File: config.mk
export PLATFORM = sky130hd
export DESIGN_NAME = mem_access_unit
export DESIGN_NICKNAME = d
export VERILOG_FILES = /design/src/rtl/mem_inc_pkg.sv /design/src/rtl/mem_lane_align.sv /design/src/rtl/mem_access_unit.sv
export SDC_FILE = /design/constraint.sdc
export NUM_CORES = 1
export LEC_CHECK = 0
export CAP_MARGIN = 30
export CORE_MARGIN = 4
export CORE_UTILIZATION = 25
export CTS_CLUSTER_SIZE = 30
export DETAILED_ROUTE_END_ITERATION = 7
export RECOVER_POWER = 50
export SLEW_MARGIN = 5
export SYNTH_ARGS = -nofsm -noshare
export SYNTH_HDL_FRONTEND = slang
export SYNTH_SLANG_ARGS = --single-unit
File: constraint.sdc
create_clock -name clk -period 2.5 [get_ports clk]
set_input_delay 0.75 -clock clk [delete_from_list [all_inputs] [get_ports clk]]
set_output_delay 0.75 -clock clk [all_outputs]
set_load 0.01 [all_outputs]
File: src/rtl/mem_inc_pkg.sv
// Shared types for the memory access path: request parameters, encodings
// and the access-unit state enum.
package mem_inc;

  typedef struct packed {
    logic       op;            // 1 = read, 0 = write
    logic [1:0] access_size;
    logic       read_unsigned;
  } mem_params_t;

  localparam logic       MEM_OP_READ    = 1'b1;
  localparam logic       MEM_OP_WRITE   = 1'b0;
  localparam logic [1:0] MEM_SIZE_BYTE  = 2'b00;
  localparam logic [1:0] MEM_SIZE_HALF  = 2'b01;
  localparam logic [1:0] MEM_SIZE_WORD  = 2'b10;

  typedef enum logic [1:0] {
    ST_IDLE = 2'd0,
    ST_BUS  = 2'd1,
    ST_RESP = 2'd2
  } mem_state_t;

endpackage

File: src/rtl/mem_lane_align.sv
// Combinational lane logic: byte enables, store replication, load
// shift/extend and the alignment/size legality check.
module mem_lane_align
  import mem_inc::*;
(
  input  logic [1:0]  addr_lo,
  input  logic [1:0]  access_size,
  input  logic        read_unsigned,
  input  logic [31:0] wdata,
  input  logic [31:0] rdata,
  output logic [3:0]  be,
  output logic [31:0] wdata_rep,
  output logic [31:0] rdata_ext,
  output logic        illegal
);

  logic [31:0] shifted;

  always_comb begin
    be        = 4'b0000;
    wdata_rep = 32'h0;
    rdata_ext = 32'h0;
    illegal   = 1'b0;
    shifted   = rdata >> {addr_lo, 3'b000};
    case (access_size)
      MEM_SIZE_BYTE: begin
        be        = 4'b0001 << addr_lo;
        wdata_rep = {4{wdata[7:0]}};
        rdata_ext = read_unsigned ? {24'h0, shifted[7:0]}
                                  : {{24{shifted[7]}}, shifted[7:0]};
      end
      MEM_SIZE_HALF: begin
        be        = 4'b0011 << {addr_lo[1], 1'b0};
        wdata_rep = {2{wdata[15:0]}};
        rdata_ext = read_unsigned ? {16'h0, shifted[15:0]}
                                  : {{16{shifted[15]}}, shifted[15:0]};
        illegal   = addr_lo[0];
      end
      MEM_SIZE_WORD: begin
        be        = 4'b1111;
        wdata_rep = wdata;
        rdata_ext = shifted;
        illegal   = (addr_lo != 2'b00);
      end
      default: illegal = 1'b1;
    endcase
  end

endmodule

File: src/rtl/mem_access_unit.sv
// Single-outstanding load/store executor driving a word-addressed req/ack
// data bus, with alignment checks and an optional ack timeout.
//
//   state   | meaning
//   IDLE    | ready for a request
//   BUS     | bus_req asserted, waiting for bus_ack or timeout
//   RESP    | one-cycle resp_valid pulse
module mem_access_unit
  import mem_inc::*;
#(
  parameter int ACK_TIMEOUT = 16,
  parameter int TMO_W       = 5
) (
  input  logic              clk,
  input  logic              reset_n,
  input  logic              req_valid,
  output logic              req_ready,
  input  mem_params_t       req_params,
  input  logic [31:0]       req_addr,
  input  logic [31:0]       req_wdata,
  output logic              resp_valid,
  output logic [31:0]       resp_rdata,
  output logic              resp_fault,
  output logic              bus_req,
  output logic              bus_we,
  output logic [31:0]       bus_addr,
  output logic [3:0]        bus_be,
  output logic [31:0]       bus_wdata,
  input  logic              bus_ack,
  input  logic [31:0]       bus_rdata
);

  localparam logic [TMO_W-1:0] TMO_LIM = TMO_W'(ACK_TIMEOUT);

  mem_state_t       state_q, state_d;
  logic             op_q, op_d;
  logic [1:0]       size_q, size_d;
  logic             uns_q, uns_d;
  logic [1:0]       lo_q, lo_d;
  logic [TMO_W-1:0] cnt_q, cnt_d, cnt_inc;
  logic             resp_valid_q, resp_valid_d;
  logic [31:0]      resp_rdata_q, resp_rdata_d;
  logic             resp_fault_q, resp_fault_d;
  logic             bus_req_q, bus_req_d;
  logic             bus_we_q, bus_we_d;
  logic [31:0]      bus_addr_q, bus_addr_d;
  logic [3:0]       bus_be_q, bus_be_d;
  logic [31:0]      bus_wdata_q, bus_wdata_d;

  logic [1:0]  al_lo, al_size;
  logic        al_uns;
  logic [3:0]  al_be;
  logic [31:0] al_wrep, al_rext;
  logic        al_illegal;
  logic        idle;

  assign idle      = (state_q == ST_IDLE);
  assign req_ready = idle & reset_n;

  // Lane logic looks at the incoming request while idle, at the latched one otherwise.
  assign al_lo   = idle ? req_addr[1:0]           : lo_q;
  assign al_size = idle ? req_params.access_size  : size_q;
  assign al_uns  = idle ? req_params.read_unsigned : uns_q;

  mem_lane_align u_align (
    .addr_lo       (al_lo),
    .access_size   (al_size),
    .read_unsigned (al_uns),
    .wdata         (req_wdata),
    .rdata         (bus_rdata),
    .be            (al_be),
    .wdata_rep     (al_wrep),
    .rdata_ext     (al_rext),
    .illegal       (al_illegal)
  );

  assign cnt_inc = cnt_q + 1'b1;

  always_comb begin
    state_d      = state_q;
    op_d         = op_q;
    size_d       = size_q;
    uns_d        = uns_q;
    lo_d         = lo_q;
    cnt_d        = cnt_q;
    resp_valid_d = 1'b0;
    resp_rdata_d = resp_rdata_q;
    resp_fault_d = resp_fault_q;
    bus_req_d    = bus_req_q;
    bus_we_d     = bus_we_q;
    bus_addr_d   = bus_addr_q;
    bus_be_d     = bus_be_q;
    bus_wdata_d  = bus_wdata_q;
    case (state_q)
      ST_IDLE: begin
        if (req_valid && req_ready) begin
          op_d   = req_params.op;
          size_d = req_params.access_size;
          uns_d  = req_params.read_unsigned;
          lo_d   = req_addr[1:0];
          if (al_illegal) begin
            state_d      = ST_RESP;
            resp_valid_d = 1'b1;
            resp_fault_d = 1'b1;
            resp_rdata_d = 32'h0;
          end else begin
            state_d     = ST_BUS;
            cnt_d       = '0;
            bus_req_d   = 1'b1;
            bus_we_d    = (req_params.op == MEM_OP_WRITE);
            bus_addr_d  = {req_addr[31:2], 2'b00};
            bus_be_d    = al_be;
            bus_wdata_d = al_wrep;
          end
        end
      end
      ST_BUS: begin
        if (bus_ack) begin
          state_d      = ST_RESP;
          bus_req_d    = 1'b0;
          resp_valid_d = 1'b1;
          resp_fault_d = 1'b0;
          resp_rdata_d = (op_q == MEM_OP_READ) ? al_rext : 32'h0;
        end else begin
          cnt_d = cnt_inc;
          if (ACK_TIMEOUT != 0 && cnt_inc == TMO_LIM) begin
            state_d      = ST_RESP;
            bus_req_d    = 1'b0;
            resp_valid_d = 1'b1;
            resp_fault_d = 1'b1;
            resp_rdata_d = 32'h0;
          end
        end
      end
      ST_RESP: state_d = ST_IDLE;
      default: state_d = ST_IDLE;
    endcase
  end

  always_ff @(posedge clk) begin
    if (!reset_n) begin
      state_q      <= ST_IDLE;
      op_q         <= 1'b0;
      size_q       <= 2'b00;
      uns_q        <= 1'b0;
      lo_q         <= 2'b00;
      cnt_q        <= '0;
      resp_valid_q <= 1'b0;
      resp_rdata_q <= 32'h0;
      resp_fault_q <= 1'b0;
      bus_req_q    <= 1'b0;
      bus_we_q     <= 1'b0;
      bus_addr_q   <= 32'h0;
      bus_be_q     <= 4'h0;
      bus_wdata_q  <= 32'h0;
    end else begin
      state_q      <= state_d;
      op_q         <= op_d;
      size_q       <= size_d;
      uns_q        <= uns_d;
      lo_q         <= lo_d;
      cnt_q        <= cnt_d;
      resp_valid_q <= resp_valid_d;
      resp_rdata_q <= resp_rdata_d;
      resp_fault_q <= resp_fault_d;
      bus_req_q    <= bus_req_d;
      bus_we_q     <= bus_we_d;
      bus_addr_q   <= bus_addr_d;
      bus_be_q     <= bus_be_d;
      bus_wdata_q  <= bus_wdata_d;
    end
  end

  assign resp_valid = resp_valid_q;
  assign resp_rdata = resp_rdata_q;
  assign resp_fault = resp_fault_q;
  assign bus_req    = bus_req_q;
  assign bus_we     = bus_we_q;
  assign bus_addr   = bus_addr_q;
  assign bus_be     = bus_be_q;
  assign bus_wdata  = bus_wdata_q;

endmodule

==> results by group <==
Setup path
  • R2R depth: 9
  • Slowest CP cell: or3b_4
  • Max incr delay on CP: 0.41 ns
  • Critical R2R Capture: bus_wdata[23]
  • Critical-path cell list: dlygate4sd2_1 > or3b_4 > a221oi_4 > o21a_2 > a21oi_4 > o31a_4 > a221o_1
  • Critical path's top delay family: compound AO/OA/AOI/OAI gates
  • Crit path buf inv count: 1
  • Crit. End Element: register
  • WP data required: 2.80 ns
  • CP max FO: 6
  • Startpoint types: primary input
  • Setup slack, reg-to-reg: 0.15 ns
  • Worst R2R Start: state_q[1]
  • Arrival time worst endpoint: 2.74 ns
  • Setup CP Type: in2reg

Yosys
  • Seq/Total Area, Yosys: 45.9%
  • Average size of a mapped cell: a little over 8 um^2
  • Asr flop ratio synth: 0%
  • Most used DFF post-synth: dfxtp_1
  • Mapped cell area: 5010 um^2
  • EDFF count, synth: 0
  • Synth Instances: 609
  • Yosys reg bits: between 100 and 150
  • Synth unique cells: 48
  • Synth warn: 0

Clock tree
  • Cts hold-fix bufs: 0
  • Number of CTS-inserted buffers: 17
  • Clk buf depth: 2
  • Clk sinks: 115
  • Clock Pin Slew Worst Setup and Hold Paths: about 0.06 ns
  • CTS tree: done
  • CTS root buffer: clkbuf_16
  • Clk_lat worst skew: 0.42 ns
  • H-tree depth: 4

Global route
  • First-pass GRT wire length: 28900 um
  • GRT Util Overall: 16.6%
  • Total grt overflow: 0
  • Largest net degree at the start of global routing: 82
  • Vias in the first global route: 5155
  • Antenna violations before repair: 1

Timing
  • Final Hold Vio Count: 0
  • Hold WS: 0.447 ns
  • RSZ-0062 raised after global routing: no
  • Worst-margin pin slew: 0.926 ns
  • Final Cycle Share: 97.5%
  • Worst Skew: approximately 0.0083 ns
  • Final Critical Period: 2.44 ns
  • Fmax: 410 MHz
  • Final WS setup: roughly 0.062 ns
  • Max-slew violation count: 0
  • Setup Viol. Count Final: 0
  • Max-slew headroom: 38.3%

Outcome
  • Outcome: complete, no violations

Floorplanning
  • Row cnt: 51
  • DIE WIDTH: 150 um
  • Core ar.: 19600 um^2
  • Die height: 150 um
  • Initial Util: 25.6%
  • # IOs: 209
  • Die area: approximately 22000 um^2

Power
  • Logic pwr share: 22.2%
  • VDD IR max: 0.442 mV
  • Clock share of power: a little over two fifths
  • Power, Total: around 5500 uW
  • Power density cells: 655 nW/um^2
  • Sw Share: just under 30%
  • Int Power: 3940 uW
  • Psw: 1600 uW
  • Register share of total power: 35.9%
  • Pleak: 0.00355 uW

Placed design
  • Dpl ws: -0.593 ns
  • Routability Congestion: 0.866
  • Hpwl dp: 13800 um
  • Placed Area: 7680 um^2
  • PortBufs: 206

Routing
  • Routed vias/inst: between 4 and 5
  • WL final: about 19000 um
  • WL per Instance: 17.1 um
  • DRT Pass-1 Iters: 5
  • # DRC: 0
  • Routed Antenna Nets: 0
  • DR vias: between 5000 and 6000
  • Iteration-0 DRC Markers: between 200 and 300

Hold path
  • Worst Hold Launch: bus_wdata[6]
  • Hold Path Stages: 2
  • Hold Path Class: reg2reg
  • Hold Path End: bus_wdata[6]

Layout
  • Area growth, synth to finish: 68.8%
  • Post-Layout Inst Area: 8460 um^2
  • # diodes: 0
  • Share of post-route cells with drive strength above 1: 14.9%
  • Nets: 962

Run
  • Max-Cap Viols: 0
-- cells by family after synthesis --
kind of cell / after synthesis / synth area share [%]
compound gates: 168 / 23.4
xor+xnor: 1 / 0.175
simple gates: 255 / 21.6
buf+inv: 49 / 4.67
other cells: 1 / 0.0748
fa+ha+maj: 1 / 0.250
flops: 115 / 45.9
mux: 19 / 3.85
-- layout make-up --
class                           instances  area (um^2)
Timing Repair Buffer                  271         2660
Multi-Input combinational cell        449         2580
Clock inverter                         14          130
Tap cell                              265          332
Inverter                                3         11.3
Clock buffer                           18          439
Sequential cell                       115         2300
Fill cell                            1976        11100
-- power groups by stage --
stage / Sequential [uW] / Combinational [uW] / Clock, uW
floorplan: 2060 / 508 / 0
CTS: 1990 / 1230 / 2370
global placement: 2030 / 1180 / 0
finish: 1990 / 1230 / 2320
global route: 2000 / 1330 / 2450
detailed placement: 2030 / 1180 / 0
-- worst min-delay path: cells and delay by family (launching register included) --
family	cells	cell delay, ns
DFF	1	0.30
and+or+nand+nor	1	0.05
AOI/OAI and AO/OA	1	0.05
-- registers in the layout, indices dropped and copies added, names as in the netlist --
| register | flops |
|---|---|
| bus_addr | 30 |
| cnt_q | 5 |
| resp_valid | 1 |
| bus_wdata | 32 |
| state_q | 2 |
| resp_rdata | 32 |
| uns_q | 1 |
| bus_req | 1 |
| bus_be | 4 |
| resp_fault | 1 |
| op_q | 1 |
| lo_q | 2 |
| bus_we | 1 |
| size_q | 2 |
-- how the worst max path moves through the flow --
stage	from	to	slack [ns]	depth (start not counted)
final	req_params[2]	resp_rdata[11]	0.06	7
after global placement	req_params[2]	resp_rdata[14]	-0.53	7
after detailed placement	req_params[2]	resp_rdata[11]	-0.59	7
after floorplan	req_addr[1]	resp_rdata[23]	0.01	8
after CTS	state_q[1]	req_ready	0.001	3
after global routing	req_params[2]	resp_rdata[11]	0.01	7
-- metrics by stage --
| stage | instances | util [%] | TNS [ns] |
|---|---|---|---|
| floorplan | 610 | - | 0 |
| global placement | 1092 | 39.2 | -43.54 |
| detailed placement | 1092 | 39.2 | -48.73 |
| CTS | 1131 | 42.6 | 0 |
| global route | 1135 | 43.2 | 0 |
| finish | 1135 | 43.2 | 0 |
-- per-layer routing --
layer  part of all wire [%]  global-route usage [%]  up-vias
li1                       -                       -     2672
met1                     42                    21.0     2500
met2                     47                    26.9      229
met3                    9.1                    5.72       27
met4                    1.4                    5.13        2
met5                  0.036                       0        -
-- synthesized netlist by cell type (9+ instances only) --
cell      count  area [um^2]
a22oi_1      12         90.1
clkbuf_1     26         97.6
a21oi_1      58          290
a311oi_1      9         78.8
a211oi_1     13         97.6
nand3_1      21          105
nor2_1       58          218
o21ai_0      20          100
a221o_1      15          150
nor3_1        9         45.0
dfxtp_1     115         2300
buf_2        13         65.1
nand2_1     139          522
a211o_1       9         78.8
mux2i_1      17          170
-- cells in the final DEF (no fill, tap or decap), drive strengths merged, types with 12 or more instances in the layout --
master / synthesis / routed
a21oi: 59 / 59
buf: 20 / 62
clkdlybuf4s50: 0 / 98
nand3: 21 / 21
a211oi: 13 / 13
dfxtp: 115 / 115
mux2i: 17 / 17
nand2: 139 / 139
o21ai: 20 / 20
a22oi: 12 / 12
a221o: 15 / 15
dlygate4sd3: 0 / 103
clkbuf: 26 / 21
nor2: 61 / 61
-- repair_timing --
action / in CTS / in global routing
cloned: 3 / 2
resized for setup: 14 / 9
setup endpoints to repair: 57 / 96
hold endpoints to repair: 0 / 0
pin swaps: 8 / 3
buffers inserted: 4 / 2
(Power assumes the default switching activity.)
